**src/rtl/sram_bus_arbiter.sv**
```systemverilog
// Shares one SRAM-like bus between the fetch port and the MEM-stage port.
// One outstanding transaction; data has priority, bounded by a starvation guard.
module sram_bus_arbiter #(
   parameter int AW           = 32,
   parameter int DW           = 32,
   parameter int MAX_DATA_RUN = 4
) (
   input  logic            clk,
   input  logic            rst,
   input  logic            inst_req,
   input  logic            inst_wr,
   input  logic [1:0]      inst_size,
   input  logic [AW-1:0]   inst_addr,
   input  logic [DW-1:0]   inst_wdata,
   output logic            inst_addr_ok,
   output logic            inst_data_ok,
   output logic [DW-1:0]   inst_rdata,
   input  logic            data_req,
   input  logic            data_wr,
   input  logic [1:0]      data_size,
   input  logic [DW/8-1:0] data_wstrb,
   input  logic [AW-1:0]   data_addr,
   input  logic [DW-1:0]   data_wdata,
   output logic            data_addr_ok,
   output logic            data_data_ok,
   output logic [DW-1:0]   data_rdata,
   output logic            bus_req,
   output logic            bus_wr,
   output logic [1:0]      bus_size,
   output logic [DW/8-1:0] bus_wstrb,
   output logic [AW-1:0]   bus_addr,
   output logic [DW-1:0]   bus_wdata,
   input  logic            bus_addr_ok,
   input  logic            bus_data_ok,
   input  logic [DW-1:0]   bus_rdata,
   output logic            busy
);

   localparam int SW = DW / 8;
   localparam int RW = $clog2(MAX_DATA_RUN + 1);

   typedef enum logic [1:0] {
      IDLE = 2'd0,
      ADDR = 2'd1,
      DATA = 2'd2
   } state_t;

   state_t        state;
   state_t        state_nx;
   logic          owner;
   logic [RW-1:0] run;
   logic          any_req;
   logic          run_full;
   logic          grant_data;
   logic          grant;

   assign any_req    = inst_req | data_req;
   assign run_full   = (run == RW'(MAX_DATA_RUN));
   assign grant_data = data_req & (~inst_req | ~run_full);
   assign grant      = (state == IDLE) & any_req;

   always_ff @(posedge clk or negedge rst) begin
      if (!rst) begin
         state <= IDLE;
      end else begin
         state <= state_nx;
      end
   end

   always_comb begin
      state_nx = state;
      unique case (state)
         IDLE:    if (any_req)     state_nx = ADDR;
         ADDR:    if (bus_addr_ok) state_nx = DATA;
         DATA:    if (bus_data_ok) state_nx = IDLE;
         default:                  state_nx = IDLE;
      endcase
   end

   // owner: 1 = data port, 0 = inst port
   always_ff @(posedge clk or negedge rst) begin
      if (!rst) begin
         owner     <= 1'b0;
         run       <= '0;
         bus_wr    <= 1'b0;
         bus_size  <= 2'd0;
         bus_wstrb <= '0;
         bus_addr  <= '0;
         bus_wdata <= '0;
      end else if (grant) begin
         owner <= grant_data;
         if (grant_data & inst_req) begin
            run <= run_full ? run : run + RW'(1);
         end else begin
            run <= '0;
         end
         if (grant_data) begin
            bus_wr    <= data_wr;
            bus_size  <= data_size;
            bus_wstrb <= data_wstrb;
            bus_addr  <= data_addr;
            bus_wdata <= data_wdata;
         end else begin
            bus_wr    <= inst_wr;
            bus_size  <= inst_size;
            bus_wstrb <= {SW{inst_wr}};
            bus_addr  <= inst_addr;
            bus_wdata <= inst_wdata;
         end
      end
   end

   always_comb begin
      bus_req      = 1'b0;
      busy         = 1'b0;
      inst_addr_ok = 1'b0;
      inst_data_ok = 1'b0;
      data_addr_ok = 1'b0;
      data_data_ok = 1'b0;
      unique case (1'b1)
         (state == ADDR): begin
            bus_req      = 1'b1;
            busy         = 1'b1;
            inst_addr_ok = bus_addr_ok & ~owner;
            data_addr_ok = bus_addr_ok & owner;
         end
         (state == DATA): begin
            busy         = 1'b1;
            inst_data_ok = bus_data_ok & ~owner;
            data_data_ok = bus_data_ok & owner;
         end
         default: ;
      endcase
   end

   assign inst_rdata = bus_rdata;
   assign data_rdata = bus_rdata;

endmodule

```
**config.mk**
```make
export PLATFORM = sky130hd
export DESIGN_NAME = sram_bus_arbiter
export DESIGN_NICKNAME = d
export VERILOG_FILES = /design/src/rtl/sram_bus_arbiter.sv
export SDC_FILE = /design/constraint.sdc
export NUM_CORES = 1
export LEC_CHECK = 0
export CORE_ASPECT_RATIO = 0.8
export CORE_MARGIN = 5
export CORE_UTILIZATION = 37
export CTS_BUF_LIST = sky130_fd_sc_hd__clkbuf_8
export DETAILED_ROUTE_END_ITERATION = 12
export HOLD_SLACK_MARGIN = 0.06
export PLACE_DENSITY = 0.88
export SYNTH_ARGS = -nofsm -noshare
export SYNTH_HDL_FRONTEND = slang
export SYNTH_SLANG_ARGS = --single-unit
```
**constraint.sdc**
```tcl
create_clock -name clk -period 1.9 [get_ports clk]
set_input_delay 0.38 -clock clk [delete_from_list [all_inputs] [get_ports clk]]
set_output_delay 0.38 -clock clk [all_outputs]
set_load 0.02 [all_outputs]
```
=== Word-level counts from Yosys, hierarchy flattened ===
Index checks and enable logic that the tools add are counted.

* Bitwise operators: 12
* Equality and inequality tests: 7
* Reduce and logical (&&, ||, !) cells: 4
* Mux-type cells: 17
* Add/subtract/negate cells: 1

{| class="wikitable"
|+ Operators by type and width
! operator !! number
|-
| $mux W32 || 2
|-
| $mux W2 || 4
|-
| $ne A2 B2 Y1 const B || 4
|-
| $and A1 B1 Y1 || 7
|-
| $mux W1 || 7
|-
| $mux W3 || 2
|-
| $pmux W2 S3 || 1
|-
| $mux W4 || 1
|-
| $add A3 B1 Y3 const B || 1
|-
| $eq A3 B3 Y1 const B || 1
|-
| $not A1 Y1 || 3
|-
| $reduce_and A3 Y1 || 1
|-
| $eq A2 B1 Y1 const B || 1
|-
| $eq A2 B2 Y1 const B || 1
|-
| $logic_not A2 Y1 || 1
|-
| $or A1 B1 Y1 || 2
|-
| $reduce_and A2 Y1 || 1
|-
| $reduce_or A2 Y1 || 1
|}

* Register bits after elaboration: 77
* Input port bits: 176
* Output and inout bits: 141

=== Logic depth before layout (Yosys ltp) ===
* Depth after elaboration: 7
* Depth in mapped cells: 8

=== Least setup slack after synthesis ===
No wires, ideal clock.

* Path type: reg2reg
* From: register state[1]
* To: register state[0]
* Arrival time: 1,458 ps
* Required time: 1,773 ps
* Setup slack: 314 ps
* Cell stages (with the launch flop): 5
* Cells stage by stage: dfrtp_1 inv_1 ha_1 a222oi_1 mux2_1

* Word-level cells in the longest chain between the ends: 3
* Elaborated cells between the ends (all ways): 8
* Classes of those cells: eq/ne (5); mux (1); reduce/logical (2)

{| class="wikitable"
|+ RTL lines
! item !! RTL line !! source
|-
| start, declared || 48 || <nowiki>state_t state;</nowiki>
|-
| start signal, assigned || 66 || <nowiki>state <= state_nx;</nowiki>
|-
| $eq A2 B2 Y1, or another cell as far along || 72 || <nowiki>unique case (state)</nowiki>
|-
| $ne A2 B2 Y1 (no line) || -- ||
|-
| $reduce_and A3 Y1 (no line) || -- ||
|}

Several ways; a longest one is shown, not always the timed one.
A chain may end at the register's enable or synchronous reset.

=== Worst setup path in the final report ===
* From: register state[0]
* To: output inst_data_ok

* Word-level cells in the longest chain between the ends: 2

{| class="wikitable"
|+ RTL lines
! item !! RTL line !! source
|-
| $eq A2 B2 Y1 || 127 || <nowiki>(state == DATA): begin</nowiki>
|-
| $mux W1 || 120 || <nowiki>unique case (1'b1)</nowiki>
|-
| end, declared || 16 || <nowiki>output logic inst_data_ok,</nowiki>
|}

No other way between the ends.

==> metrics.md <==
| Metric | Value |
|---|---|
| Final period util | 94.5% |
| Vias in the first global route | 4397 |
| Startpoint types | flop |
| Largest net degree at the start of global routing | 48 |
| CP Data Required Time | 1520 ps |
| Synthesized instance count | 494 |
| Vias | 4335 |
| CP endpoint kind | output port |
| Max FO, Critical Path | 4 |
| Util after Layout | 55.4% |
| Total CTS buffers | 9 |
| FP Rows | 36 |
| Register-to-Register Path Depth | 5 |
| Syn Nets | 677 |
| Slew @ Worst Pin | 498 ps |
| Die X-Extent | 134 µm |
| Avg Inst Size Synth | 9.26 µm² |
| DRT Pass-1 Iters | 5 |
| CTS root buffer | clkbuf_8 |
| H-tree Lvls | 3 |
| Max-slew headroom | 66.8% |
| Sequential area share after synthesis | 42.1% |
| Ant diodes | 0 |
| Placed standard-cell area | 6500 µm² |
| Max rail drop VDD | 0.756 mV |
| Core area | 12200 µm² |
| Clock sink count | 77 |
| First-pass GRT wire length | 23000 µm |
| Mapped cell area | 4580 µm² |
| Nets | 817 |
| RSZ-0062 raised after global routing | false |
| Reg-to-reg setup timing slack | 240 ps |
| GR Util met1 | 23.8% |
| Drt total wl | 14900 µm |
| Hold wc startpoint | bus_wdata[4] |
| Antenna-violating nets left | 0 |
| Iteration-0 DRC Markers | 310 |
| # setup viols final | 0 |
| FF+latch count, synth | 77 |
| Final instance area | 6730 µm² |
| CTS Buffer Depth | 2 |
| Share of layout cells above drive strength 1 | 14.1% |
| CTS tree | done |
| Max Slew Vio Count | 0 |
| Final hold vios | 0 |
| Clk_skew | 3.95 ps |
| Hold Crit Endpoint | bus_wdata[4] |
| FMAX | 557 MHz |
| Initial Util | 37.6% |
| GR Util met2 | 32.3% |
| Power Density | 1550 nW/µm² |
| Cell depth of the worst min-delay path | 2 |
| Critical Path AT | 1420 ps |
| Met3 GRT Util | 8.51% |
| DIE AREA | 14700 µm² |
| GR Util All Layers | 19.8% |
| P_leak | 2.79 nW |
| Worst-path clk slew | 80 ps |
| Clock Latency Late Sink | 350 ps |
| IO Pins | 317 |
| GP Congestion | 0.770 |
| Synthesis warning total | 0 |
| WS Path Type | flop to output port |
| GRT Residual Overflow | 0 |
| PortBufs | 220 |
| Worst r2r src | state[0] |
| Max-Cap Viols | 0 |
| Wirelength per Cell | 18.9 µm |
| Routed vias/inst | 5.48 |
| DRC | 0 |
| Fin crit period | 1800 ps |
| Die height | 109 µm |
| Synth cell types | 28 |
| DPL Wire Length | 11000 µm |
| Initial antenna violation count | 0 |
| Outcome | finished, final reports clean |
| Most Crowded Layer GR | met2 |
| Synthesis-to-layout area growth | 47.1% |
| Hold Path Class | flop to flop |
| RR Endpoint | bus_addr[1] |
flip-flops by register name, summed over array words and instances (netlist names):
| signal | flops |
|---|---|
| run | 3 |
| bus_addr | 32 |
| state | 2 |
| bus_wstrb | 4 |
| bus_wr | 1 |
| owner | 1 |
| bus_wdata | 32 |
| bus_size | 2 |
worst max-delay path, stage by stage (launching register included):
cell,delay [ps]
dfrtp_1,430
inv_2,100
ha_2,200
nand2_1,60
nor2_1,110
buf_4,160
cells in the mapped netlist, drive strengths merged:
cell type	instances	share of area, %
nand2	134	11
buf	93	14
dfrtp	77	42
nand4	66	9.0
o211ai	66	15
clkbuf	17	1.4
ha	7	1.9
inv	7	0.57
a221o	5	1.1
nor2	4	0.33
and3	3	0.41
a32o	2	0.44
mux2	2	0.49
o21ai	2	0.22
a211oi	1	0.27
a21o	1	0.16
a222oi	1	0.22
a31o	1	0.19
and2	1	0.14
nand2b	1	0.14
nand3	1	0.22
nand3b	1	0.16
o21a	1	0.16
layer usage:
| layer | vias up | wire, µm |
|---|---|---|
| met1 | 2077 | 5980 |
| met2 | 270 | 6920 |
| met3 | 23 | 1810 |
| met5 | - | 0 |
| met4 | 0 | 242 |
| li1 | 1965 | - |
kinds of logic (layout without fill, tap and decap cells):
family / after synthesis / in the layout / synth area share (%)
mux: 2 / 2 / 0.492
flops: 77 / 77 / 42.1
buf+inv: 117 / 262 / 16.1
simple gates: 211 / 211 / 21.4
compound gates: 80 / 80 / 18.0
fa+ha+maj: 7 / 7 / 1.91
area by class of cell:
cell class / instances / area (µm²)
fillers: 1016 / 5430
clock inverters: 7 / 115
flip-flops and latches: 77 / 1930
repair buffers: 239 / 2420
inverters: 7 / 26.3
well taps: 152 / 190
clock buffers: 9 / 124
multi-input cells: 300 / 1930
placed cells by master (no fill, tap or decap), types with 2 or more instances in the layout:
| cell | instances |
|---|---|
| a221o_1 | 5 |
| a32o_1 | 2 |
| and3_1 | 3 |
| buf_12 | 8 |
| buf_2 | 4 |
| buf_4 | 12 |
| bufinv_16 | 3 |
| clkbuf_8 | 9 |
| clkdlybuf4s50_1 | 212 |
| dfrtp_1 | 77 |
| ha_1 | 4 |
| ha_2 | 3 |
| inv_1 | 6 |
| inv_2 | 2 |
| mux2_1 | 2 |
| nand2_1 | 134 |
| nand4_1 | 66 |
| nor2_1 | 4 |
| o211ai_1 | 26 |
| o211ai_2 | 40 |
power by group:
group	switching [mW]	leakage, nW	internal (mW)
sequential	0.500	0.940	2.46
clock	0.625	0.121	0.868
combinational	3.25	1.73	2.75
metrics by stage:
| stage | cells | setup TNS, ps | setup slack (ps) | hold WS [ps] | power [mW] |
|---|---|---|---|---|---|
| 2_1_floorplan | 494 | 0 | 314 | 84.4 | 6.38 |
| 3_3_place_gp | 774 | -377 | -98.5 | 362 | 8.81 |
| 3_5_place_dp | 774 | -552 | -162 | 371 | 9.03 |
| 4_1_cts | 791 | 0 | 11.2 | 477 | 10.6 |
| 5_1_grt | 791 | 0 | 20.6 | 490 | 11.1 |
| 6_report | 791 | 0 | 104 | 498 | 10.4 |
worst max-delay path by stage:
| stage | end | start | depth (start not counted) |
|---|---|---|---|
| floorplan | state[0] | state[1] | 4 |
| global placement | inst_data_ok | bus_data_ok | 4 |
| detailed placement | inst_data_ok | bus_data_ok | 4 |
| CTS | inst_data_ok | state[0] | 5 |
| global route | inst_addr_ok | state[1] | 5 |
| finish | inst_data_ok | state[0] | 5 |
timing repair:
| action | 4_1_cts | 5_1_grt |
|---|---|---|
| endpoints found under the hold margin | 35 | 0 |
| hold buffers | 1 | 0 |
| cloned | 0 | 0 |
| gates resized for setup | 20 | 5 |
| pin swaps | 0 | 0 |
| setup endpoints to repair | 6 | 4 |
| buffers inserted | 0 | 0 |
Power figures use the tool's default switching activity.
